File: src/rtl/cordic_vec_if.sv
// Stream interface for cordic_vec_pipe: the sample input side with tag, and the
// result output side with back-pressure.
interface cordic_vec_if #(
  parameter int WIDTH = 16,
  parameter int TAG_W = 4
);
  logic                    in_valid;
  logic                    in_ready;
  logic signed [WIDTH-1:0] xin;
  logic signed [WIDTH-1:0] yin;
  logic signed [WIDTH-1:0] x2in;
  logic signed [WIDTH-1:0] y2in;
  logic [TAG_W-1:0]        tag_in;
  logic                    out_valid;
  logic                    out_ready;
  logic signed [WIDTH-1:0] length;
  logic signed [WIDTH-1:0] x2out;
  logic [TAG_W-1:0]        tag_out;

  modport master (
    output in_valid, xin, yin, x2in, y2in, tag_in, out_ready,
    input  in_ready, out_valid, length, x2out, tag_out
  );

  modport slave (
    input  in_valid, xin, yin, x2in, y2in, tag_in, out_ready,
    output in_ready, out_valid, length, x2out, tag_out
  );
endinterface

File: src/rtl/cordic_vec_pipe.sv
// Pipelined vectoring CORDIC: |(x,y)| plus the companion x rotated by the same decisions.
// Define CORDIC_GAIN_COMP_EN to apply the 0.625 gain correction in the output slice.
module cordic_vec_pipe #(
  parameter int WIDTH  = 16,
  parameter int STAGES = 3,
  parameter int TAG_W  = 4
) (
  input logic        clk,
  input logic        reset,
  cordic_vec_if.slave bus
);
  localparam int DW = WIDTH + 2;
  typedef logic signed [DW-1:0] dw_t;

  dw_t              x_q  [STAGES];
  dw_t              y_q  [STAGES];
  dw_t              x2_q [STAGES];
  dw_t              y2_q [STAGES];
  logic [TAG_W-1:0] tag_q[STAGES];
  logic [STAGES-1:0] vld_q;

  dw_t              x_nx  [STAGES];
  dw_t              y_nx  [STAGES];
  dw_t              x2_nx [STAGES];
  dw_t              y2_nx [STAGES];
  logic [TAG_W-1:0] tag_up[STAGES];
  logic [STAGES-1:0] up_vld;
  logic [STAGES:0]   rdy;

  logic                    out_vld_q;
  logic signed [WIDTH-1:0] len_q;
  logic signed [WIDTH-1:0] x2o_q;
  logic [TAG_W-1:0]        tago_q;

  function automatic logic signed [WIDTH-1:0] sat(input dw_t v);
    dw_t hi, lo;
    hi = dw_t'((2 ** (WIDTH - 1)) - 1);
    lo = -dw_t'(2 ** (WIDTH - 1));
    if (v > hi) return hi[WIDTH-1:0];
    if (v < lo) return lo[WIDTH-1:0];
    return v[WIDTH-1:0];
  endfunction

  function automatic dw_t comp(input dw_t v);
`ifdef CORDIC_GAIN_COMP_EN
    return (v >>> 1) + (v >>> 3);
`else
    return v;
`endif
  endfunction

  generate
    for (genvar i = 0; i < STAGES; i++) begin : g_iter
      dw_t xa, ya, x2a, y2a;
      if (i == 0) begin : g_entry
        // Mirror into the right half-plane; y keeps its sign.
        logic mirror;
        assign mirror = bus.xin[WIDTH-1];
        assign xa  = mirror ? -dw_t'(bus.xin)  : dw_t'(bus.xin);
        assign ya  = dw_t'(bus.yin);
        assign x2a = mirror ? -dw_t'(bus.x2in) : dw_t'(bus.x2in);
        assign y2a = dw_t'(bus.y2in);
      end else begin : g_chain
        assign xa  = x_q[i-1];
        assign ya  = y_q[i-1];
        assign x2a = x2_q[i-1];
        assign y2a = y2_q[i-1];
      end
      // Companion follows the primary's decision, never its own sign.
      assign x_nx[i]  = ya[DW-1] ? xa  - (ya  >>> i) : xa  + (ya  >>> i);
      assign y_nx[i]  = ya[DW-1] ? ya  + (xa  >>> i) : ya  - (xa  >>> i);
      assign x2_nx[i] = ya[DW-1] ? x2a - (y2a >>> i) : x2a + (y2a >>> i);
      assign y2_nx[i] = ya[DW-1] ? y2a + (x2a >>> i) : y2a - (x2a >>> i);
    end
  endgenerate

  always_comb begin
    up_vld    = '0;
    up_vld[0] = bus.in_valid;
    tag_up[0] = bus.tag_in;
    for (int k = 1; k < STAGES; k++) begin
      up_vld[k] = vld_q[k-1];
      tag_up[k] = tag_q[k-1];
    end
  end

  always_comb begin
    rdy         = '0;
    rdy[STAGES] = !out_vld_q || bus.out_ready;
    for (int k = STAGES - 1; k >= 0; k--) begin
      rdy[k] = !vld_q[k] || rdy[k+1];
    end
  end

  always_ff @(posedge clk) begin
    if (reset) begin
      vld_q     <= '0;
      out_vld_q <= 1'b0;
      len_q     <= '0;
      x2o_q     <= '0;
      tago_q    <= '0;
    end else begin
      for (int k = 0; k < STAGES; k++) begin
        if (rdy[k]) begin
          vld_q[k] <= up_vld[k];
          if (up_vld[k]) begin
            x_q[k]   <= x_nx[k];
            y_q[k]   <= y_nx[k];
            x2_q[k]  <= x2_nx[k];
            y2_q[k]  <= y2_nx[k];
            tag_q[k] <= tag_up[k];
          end
        end
      end
      if (rdy[STAGES]) begin
        out_vld_q <= vld_q[STAGES-1];
        if (vld_q[STAGES-1]) begin
          len_q  <= sat(comp(x_q[STAGES-1]));
          x2o_q  <= sat(comp(x2_q[STAGES-1]));
          tago_q <= tag_q[STAGES-1];
        end
      end
    end
  end

  // Held high through reset so the producer never sees a stall it cannot explain.
  assign bus.in_ready  = rdy[0] || reset;
  assign bus.out_valid = out_vld_q;
  assign bus.length    = len_q;
  assign bus.x2out     = x2o_q;
  assign bus.tag_out   = tago_q;
endmodule

File: src/flat_wrapper.sv
// flat-port wrapper written by rule: the top's interface ports become plain ports
module cordic_vec_pipe_flat 
#(
  parameter int WIDTH  = 16,
  parameter int STAGES = 3,
  parameter int TAG_W  = 4
)
  (clk, reset, bus_in_valid, bus_xin, bus_yin, bus_x2in, bus_y2in, bus_tag_in, bus_out_ready, bus_in_ready, bus_out_valid, bus_length, bus_x2out, bus_tag_out);
  cordic_vec_if #(.WIDTH(WIDTH), .TAG_W(TAG_W)) bus_i ();
  input logic clk;
  input logic reset;
  input wire logic [$bits(bus_i.in_valid)-1:0] bus_in_valid;
  input wire logic [$bits(bus_i.xin)-1:0] bus_xin;
  input wire logic [$bits(bus_i.yin)-1:0] bus_yin;
  input wire logic [$bits(bus_i.x2in)-1:0] bus_x2in;
  input wire logic [$bits(bus_i.y2in)-1:0] bus_y2in;
  input wire logic [$bits(bus_i.tag_in)-1:0] bus_tag_in;
  input wire logic [$bits(bus_i.out_ready)-1:0] bus_out_ready;
  output wire logic [$bits(bus_i.in_ready)-1:0] bus_in_ready;
  output wire logic [$bits(bus_i.out_valid)-1:0] bus_out_valid;
  output wire logic [$bits(bus_i.length)-1:0] bus_length;
  output wire logic [$bits(bus_i.x2out)-1:0] bus_x2out;
  output wire logic [$bits(bus_i.tag_out)-1:0] bus_tag_out;
  assign bus_i.in_valid = bus_in_valid;
  assign bus_i.xin = bus_xin;
  assign bus_i.yin = bus_yin;
  assign bus_i.x2in = bus_x2in;
  assign bus_i.y2in = bus_y2in;
  assign bus_i.tag_in = bus_tag_in;
  assign bus_i.out_ready = bus_out_ready;
  assign bus_in_ready = bus_i.in_ready;
  assign bus_out_valid = bus_i.out_valid;
  assign bus_length = bus_i.length;
  assign bus_x2out = bus_i.x2out;
  assign bus_tag_out = bus_i.tag_out;
  cordic_vec_pipe #(.WIDTH(WIDTH), .STAGES(STAGES), .TAG_W(TAG_W)) u_core (.clk(clk), .reset(reset), .bus(bus_i));
endmodule
File: config.mk
export PLATFORM = sky130hd
export DESIGN_NAME = cordic_vec_pipe_flat
export DESIGN_NICKNAME = d
export VERILOG_FILES = /design/src/rtl/cordic_vec_if.sv /design/src/rtl/cordic_vec_pipe.sv /design/src/flat_wrapper.sv
export SDC_FILE = /design/constraint.sdc
export NUM_CORES = 1
export LEC_CHECK = 0
export CORE_MARGIN = 2
export CORE_UTILIZATION = 67
export DETAILED_ROUTE_END_ITERATION = 16
export GPL_TIMING_DRIVEN = 0
export PLACE_DENSITY = 0.88
export SLEW_MARGIN = 20
export SYNTH_ARGS = -nofsm -noshare
export SYNTH_HDL_FRONTEND = slang
export SYNTH_SLANG_ARGS = --single-unit
File: constraint.sdc
create_clock -name clk -period 15.2 [get_ports clk]
set_clock_uncertainty 0.1 [all_clocks]
set_input_delay 1.52 -clock clk [delete_from_list [all_inputs] [get_ports clk]]
set_output_delay 1.52 -clock clk [all_outputs]
set_load 0.05 [all_outputs]
== Yosys cells after proc, flatten, opt, wreduce, memory -nomap -nowiden ==
Memory sizes are Yosys's and may differ from the RTL's. A register that Yosys moved wholly into a read port is not among the register bits.
Cells that the tools add are included.
Operators by class
  $add $sub $neg: 24
  multiply operators: 0
  divide/modulo/power cells: 0
  order comparisons: 4
  eq/ne operators: 0
  shift-type cells: 0
  multiplexer cells: 52
  bitwise operators: 0
  reductions and logical operators: 10
Operators with widths (count)
  18-bit 2-to-1 mux: 14
  16-bit 2-to-1 mux: 8
  18-bit by 16-bit adder with 18-bit output: 6
  18-bit by 16-bit subtractor with 18-bit output: 6
  18-bit by 17-bit adder with 18-bit output: 4
  18-bit by 17-bit subtractor with 18-bit output: 4
  18-bit by 16-bit > comparator with 1-bit output (second input constant): 2
  18-bit by 16-bit < comparator with 1-bit output (second input constant): 2
  16-bit negator with 18-bit output: 2
  16-bit by 18-bit subtractor with 18-bit output: 2
  1-bit 2-to-1 mux: 30
  1-bit logical OR: 5
  1-bit zero test: 4
  2-bit AND reduction: 1
Word-level totals
  flip-flop bits (word level): 36
  bits in latches: 0
  bits in writable memories: 228
  memory bits (read-only): 0
  bits of input ports: 72
  memories kept: 5
Memory list
  u_core.x2_q: depth 3, bits a word 18, read ports 3, clocked after Yosys merged registers in 0, write ports 3, RTL line cordic_vec_pipe.sv:17  | dw_t x2_q [STAGES];
  u_core.x_q: depth 3, bits a word 18, read ports 3, clocked after Yosys merged registers in 0, write ports 3, RTL line cordic_vec_pipe.sv:15  | dw_t x_q [STAGES];
  u_core.y2_q: depth 3, bits a word 18, read ports 2, clocked after Yosys merged registers in 0, write ports 3, RTL line cordic_vec_pipe.sv:18  | dw_t y2_q [STAGES];
  u_core.y_q: depth 3, bits a word 18, read ports 2, clocked after Yosys merged registers in 0, write ports 3, RTL line cordic_vec_pipe.sv:16  | dw_t y_q [STAGES];
  u_core.tag_q: depth 3, bits a word 4, read ports 3, clocked after Yosys merged registers in 1, write ports 3, RTL line cordic_vec_pipe.sv:19  | logic [TAG_W-1:0] tag_q[STAGES];

== Depth between registers and ports, before layout ==
  depth in word-level cells: 11
  depth in mapped cells: 17
  depth with buffers taken out: 17

== Worst setup path after synthesis ==
OpenSTA, ideal clock, no wires.
  path type: input-to-reg
  start: input port reset
  end: memory u_core.tag_q[1][0], enable pin
  setup time: 0.606 ns
  arrival time: 7.159 ns
  required time: 14.494 ns
  setup slack: 7.335 ns
  stages: 3
  path buffers: 2
  path through: clkbuf_1 -> clkbuf_1 -> nor3b_1
RTL lines
  start, declared: RTL line flat_wrapper.sv:11  | input logic reset;
  end, declared: RTL line cordic_vec_pipe.sv:19

==> results.py <==
metrics = {
    "power": {
        "pwr-share-comb": 0.457,
        "p_leak_nw": 8.86,
        "internal_power_mw": 1.54,
        "switching_share": 0.376,
        "power_mw": 2.48,
        "seqPwrFrac": 0.341,
        "vdd_ir_drop_max_mv": 0.0823,
        "p_per_area_nw_per_um2": 112,
        "switchingPower_mw": 0.932,
        "pwr-share-clk": 0.202,
    },
    "yosys": {
        "yosysSeqAreaShare": 0.323,
        "synthArstFlopShare": 0,
        "ys.flop_type": "edfxtp_1",
        "synth_top_cell_area_share": 0.283,
        "synth_area_um2": 19800,
        "synth_edf_count": 186,
        "ys_ff_latch": 226,
        "syn_area_per_cell_um2": 8.87,
        "netlist_top_cells_area": "edfxtp_1, ha_1, xnor2_1",
        "synth_cells": 2229,
        "netlist-cell-type-count": 98,
        "yosys_warnings": 0,
        "yosysTopAreaCell": "edfxtp_1",
    },
    "cts": {
        "cts_max_level": 1,
        "cts_hold_buf": 0,
        "cts_sinks": 226,
        "cts_buffers": 21,
        "ctsRootBufferMaster": "clkbuf_16",
        "clock_latency_ns": 0.51,
        "clockBufferDepth": 3,
        "cts.repair.resized": 0,
        "clk_pin_slew_ns": 0.06,
        "cts_tree": "done",
        "postCtsSetupBuffers": 0,
    },
    "sta": {
        "max_freq_mhz": 169,
        "hold_viol_final": 0,
        "post-route-min-period_ns": 5.91,
        "grt_setup_unrepaired": "false",
        "setup_viol": 0,
        "maxSlewViolCount": 0,
        "finalCritPeriodShare": 0.389,
        "setup_tns_ns": 0,
        "tightest_slew_ns": 0.904,
        "slew_headroom": 0.392,
    },
    "critical_path": {
        "critPathKind": "in2reg",
        "rrSetupSlack_ns": 10.50,
        "crit_required_ns": 15.33,
        "reg2reg_depth": 13,
        "slowest_stage": "clkdlybuf4s50_1",
        "r2r_start": "u_core.y_q[0][17]",
        "setup.worst_path.end": "u_core.y2_q[0][14]",
        "path_max_fanout": 10,
        "r2r_end": "u_core.x_q[0][34]",
        "worst_ep_arrival_time_ns": 6.04,
        "cpPeakStageDelay_ns": 0.71,
        "worst_path_most_repeated_cell": "clkbuf_1",
        "crit_chain": "clkdlybuf4s50_1, clkbuf_1, clkbuf_1, nand2_1, o21ai_0, inv_1, fa_1, o21bai_2, a311oi_2, o311ai_2, a21oi_1, o41a_1, o22ai_1, xnor2_1",
        "startpoint_type": "input port",
        "crit_path_start": "bus_xin[15]",
        "end_kind": "flop",
    },
    "die": {
        "die_w_um": 176,
        "core_area_um2": 28900,
        "io_pins": 110,
        "row_count": 62,
        "dieArea_um2": 30900,
        "initial_core_util": 0.685,
        "die_h_um": 176,
    },
    "detailed_routing": {
        "drc": 0,
        "wl_um": 51400,
        "drt-vias-per-instance": 6.29,
        "drtIter0Drc": 1881,
        "wire_per_inst_um": 18.6,
        "ant_nets": 0,
        "first_pass_iters": 6,
        "vias": 17422,
    },
    "place": {
        "io_buffers": 108,
        "place_hpwl_um": 40400,
        "place.gp.congestion": 0.969,
        "dp.cells": 2732,
    },
    "finish": {
        "nNetsFinal": 2666,
        "num_antenna_cells": 0,
        "finalNonFillerCells": 2769,
        "area_growth_pct": 12.0,
        "utilization": 0.767,
        "drive_above_1_share": 0.0386,
        "final.fill_count": 1979,
    },
    "outcome": {
        "status": "completed",
    },
    "global_route": {
        "grt_use_total": 0.329,
        "grt_max_degree": 29,
        "grt_pass1_wl_um": 83300,
        "antenna_found_initial": 0,
        "grt_pass1_vias": 16955,
        "overflow": 0,
    },
    "run": {
        "drv_cap": 0,
    },
    "worst_hold_path": {
        "hp-class": "reg2reg",
    },
}
==> area by class of cell <==
class | instances | area, um2 | area share
clock inverters | 7 | 65.1 | 0.00294
plain buffers | 70 | 292 | 0.0132
well taps | 384 | 480 | 0.0217
repair buffers | 117 | 1210 | 0.0546
flip-flops and latches | 226 | 6390 | 0.289
inverters | 169 | 634 | 0.0287
multi-input cells | 1766 | 12500 | 0.564
clock buffers | 30 | 573 | 0.0259
==> power groups by stage <==
stage / Clock [mW] / Combinational, mW / Sequential, mW
global route: 0.531 / 1.24 / 0.850
floorplan: 0 / 0.833 / 0.847
global placement: 0 / 1.04 / 0.854
CTS: 0.507 / 1.11 / 0.842
detailed placement: 0 / 1.09 / 0.854
finish: 0.500 / 1.13 / 0.844
==> routing by layer <==
metal	global-route usage	vias to the layer above	routed length [um]
li1	-	8318	-
met5	0	-	0
met1	0.426	8149	21800
met2	0.579	826	24600
met4	0.118	0	1770
met3	0.0281	129	3200
==> cell families (layout without fill, tap and decap cells) <==
kind of cell,Yosys count,after routing,share of synthesized area
buffers and inverters,239,393,0.0468
other,2,4,0.000380
flip-flops,226,226,0.323
XOR/XNOR,247,247,0.109
AND/OR/NAND/NOR,624,624,0.152
multiplexers,24,24,0.0123
AO/OA/AOI/OAI,644,644,0.211
adder cells (fa/ha/maj),223,223,0.145
==> flip-flops by register name, indices dropped and copies added, names as in the netlist <==
register              count
u_core.bus.x2out         16
u_core.bus.tag_out        4
u_core.bus.out_valid      1
u_core.tag_q             12
u_core.y2_q              34
u_core.bus.length        16
u_core.vld_q              3
u_core.x_q               54
u_core.y_q               33
u_core.x2_q              53
==> worst min path at each step <==
stage	start	endpoint	cells past startpoint
finish	u_core.tag_q[0][3]	u_core.tag_q[1][3]	0
global route	u_core.tag_q[0][3]	u_core.tag_q[1][3]	0
CTS	u_core.tag_q[0][3]	u_core.tag_q[1][3]	0
detailed placement	u_core.tag_q[0][3]	u_core.tag_q[1][3]	0
global placement	u_core.tag_q[1][0]	u_core.tag_q[2][0]	0
floorplan	u_core.tag_q[0][0]	u_core.tag_q[1][0]	0
==> cells in the final DEF, fill, tap and decap left out, types with 25 or more instances in the layout <==
cell | synthesis | layout
nor2_1 | 210 | 210
a21o_1 | 46 | 46
clkbuf_1 | 42 | 49
o21bai_1 | 25 | 25
a21oi_1 | 221 | 219
nor2b_1 | 35 | 35
a31oi_1 | 31 | 31
nand3_1 | 27 | 27
xnor2_1 | 185 | 185
o21ai_0 | 110 | 110
clkdlybuf4s50_1 | 0 | 108
nand2_1 | 138 | 138
edfxtp_1 | 186 | 186
xor2_1 | 62 | 62
nor3_1 | 63 | 63
dfxtp_1 | 40 | 40
ha_1 | 213 | 213
inv_1 | 165 | 165
==> cell usage after synthesis, types with 25 or more instances <==
library cell and n:
a31oi_1 31, a21oi_1 221, o21bai_1 25, nor2_1 210, edfxtp_1 186, clkbuf_1 42
nand3_1 27, xnor2_1 185, dfxtp_1 40, nand2_1 138, o21ai_0 110, ha_1 213
nor2b_1 35, xor2_1 62, nor3_1 63, a21o_1 46, inv_1 165
==> stage by stage <==
| stage | cell area [um2] | worst slack, ns | hold slack (ns) |
|---|---|---|---|
| 2_1_floorplan | 19800 | 7.34 | 0.300 |
| 3_3_place_gp | 21300 | 5.68 | 0.303 |
| 3_5_place_dp | 21500 | 8.78 | 0.309 |
| 4_1_cts | 22100 | 9.30 | 0.325 |
| 5_1_grt | 22100 | 9.07 | 0.326 |
| 6_report | 22100 | 9.29 | 0.323 |
==> worst max-delay path: cells and delay by family <==
family / cells / cell delay [ns]
compound gates: 7 / 1.83
xor+xnor: 1 / 0.09
fa+ha+maj: 1 / 0.53
simple gates: 1 / 0.10
buf+inv: 4 / 1.95
No activity file was read; power rests on OpenSTA's default activity.
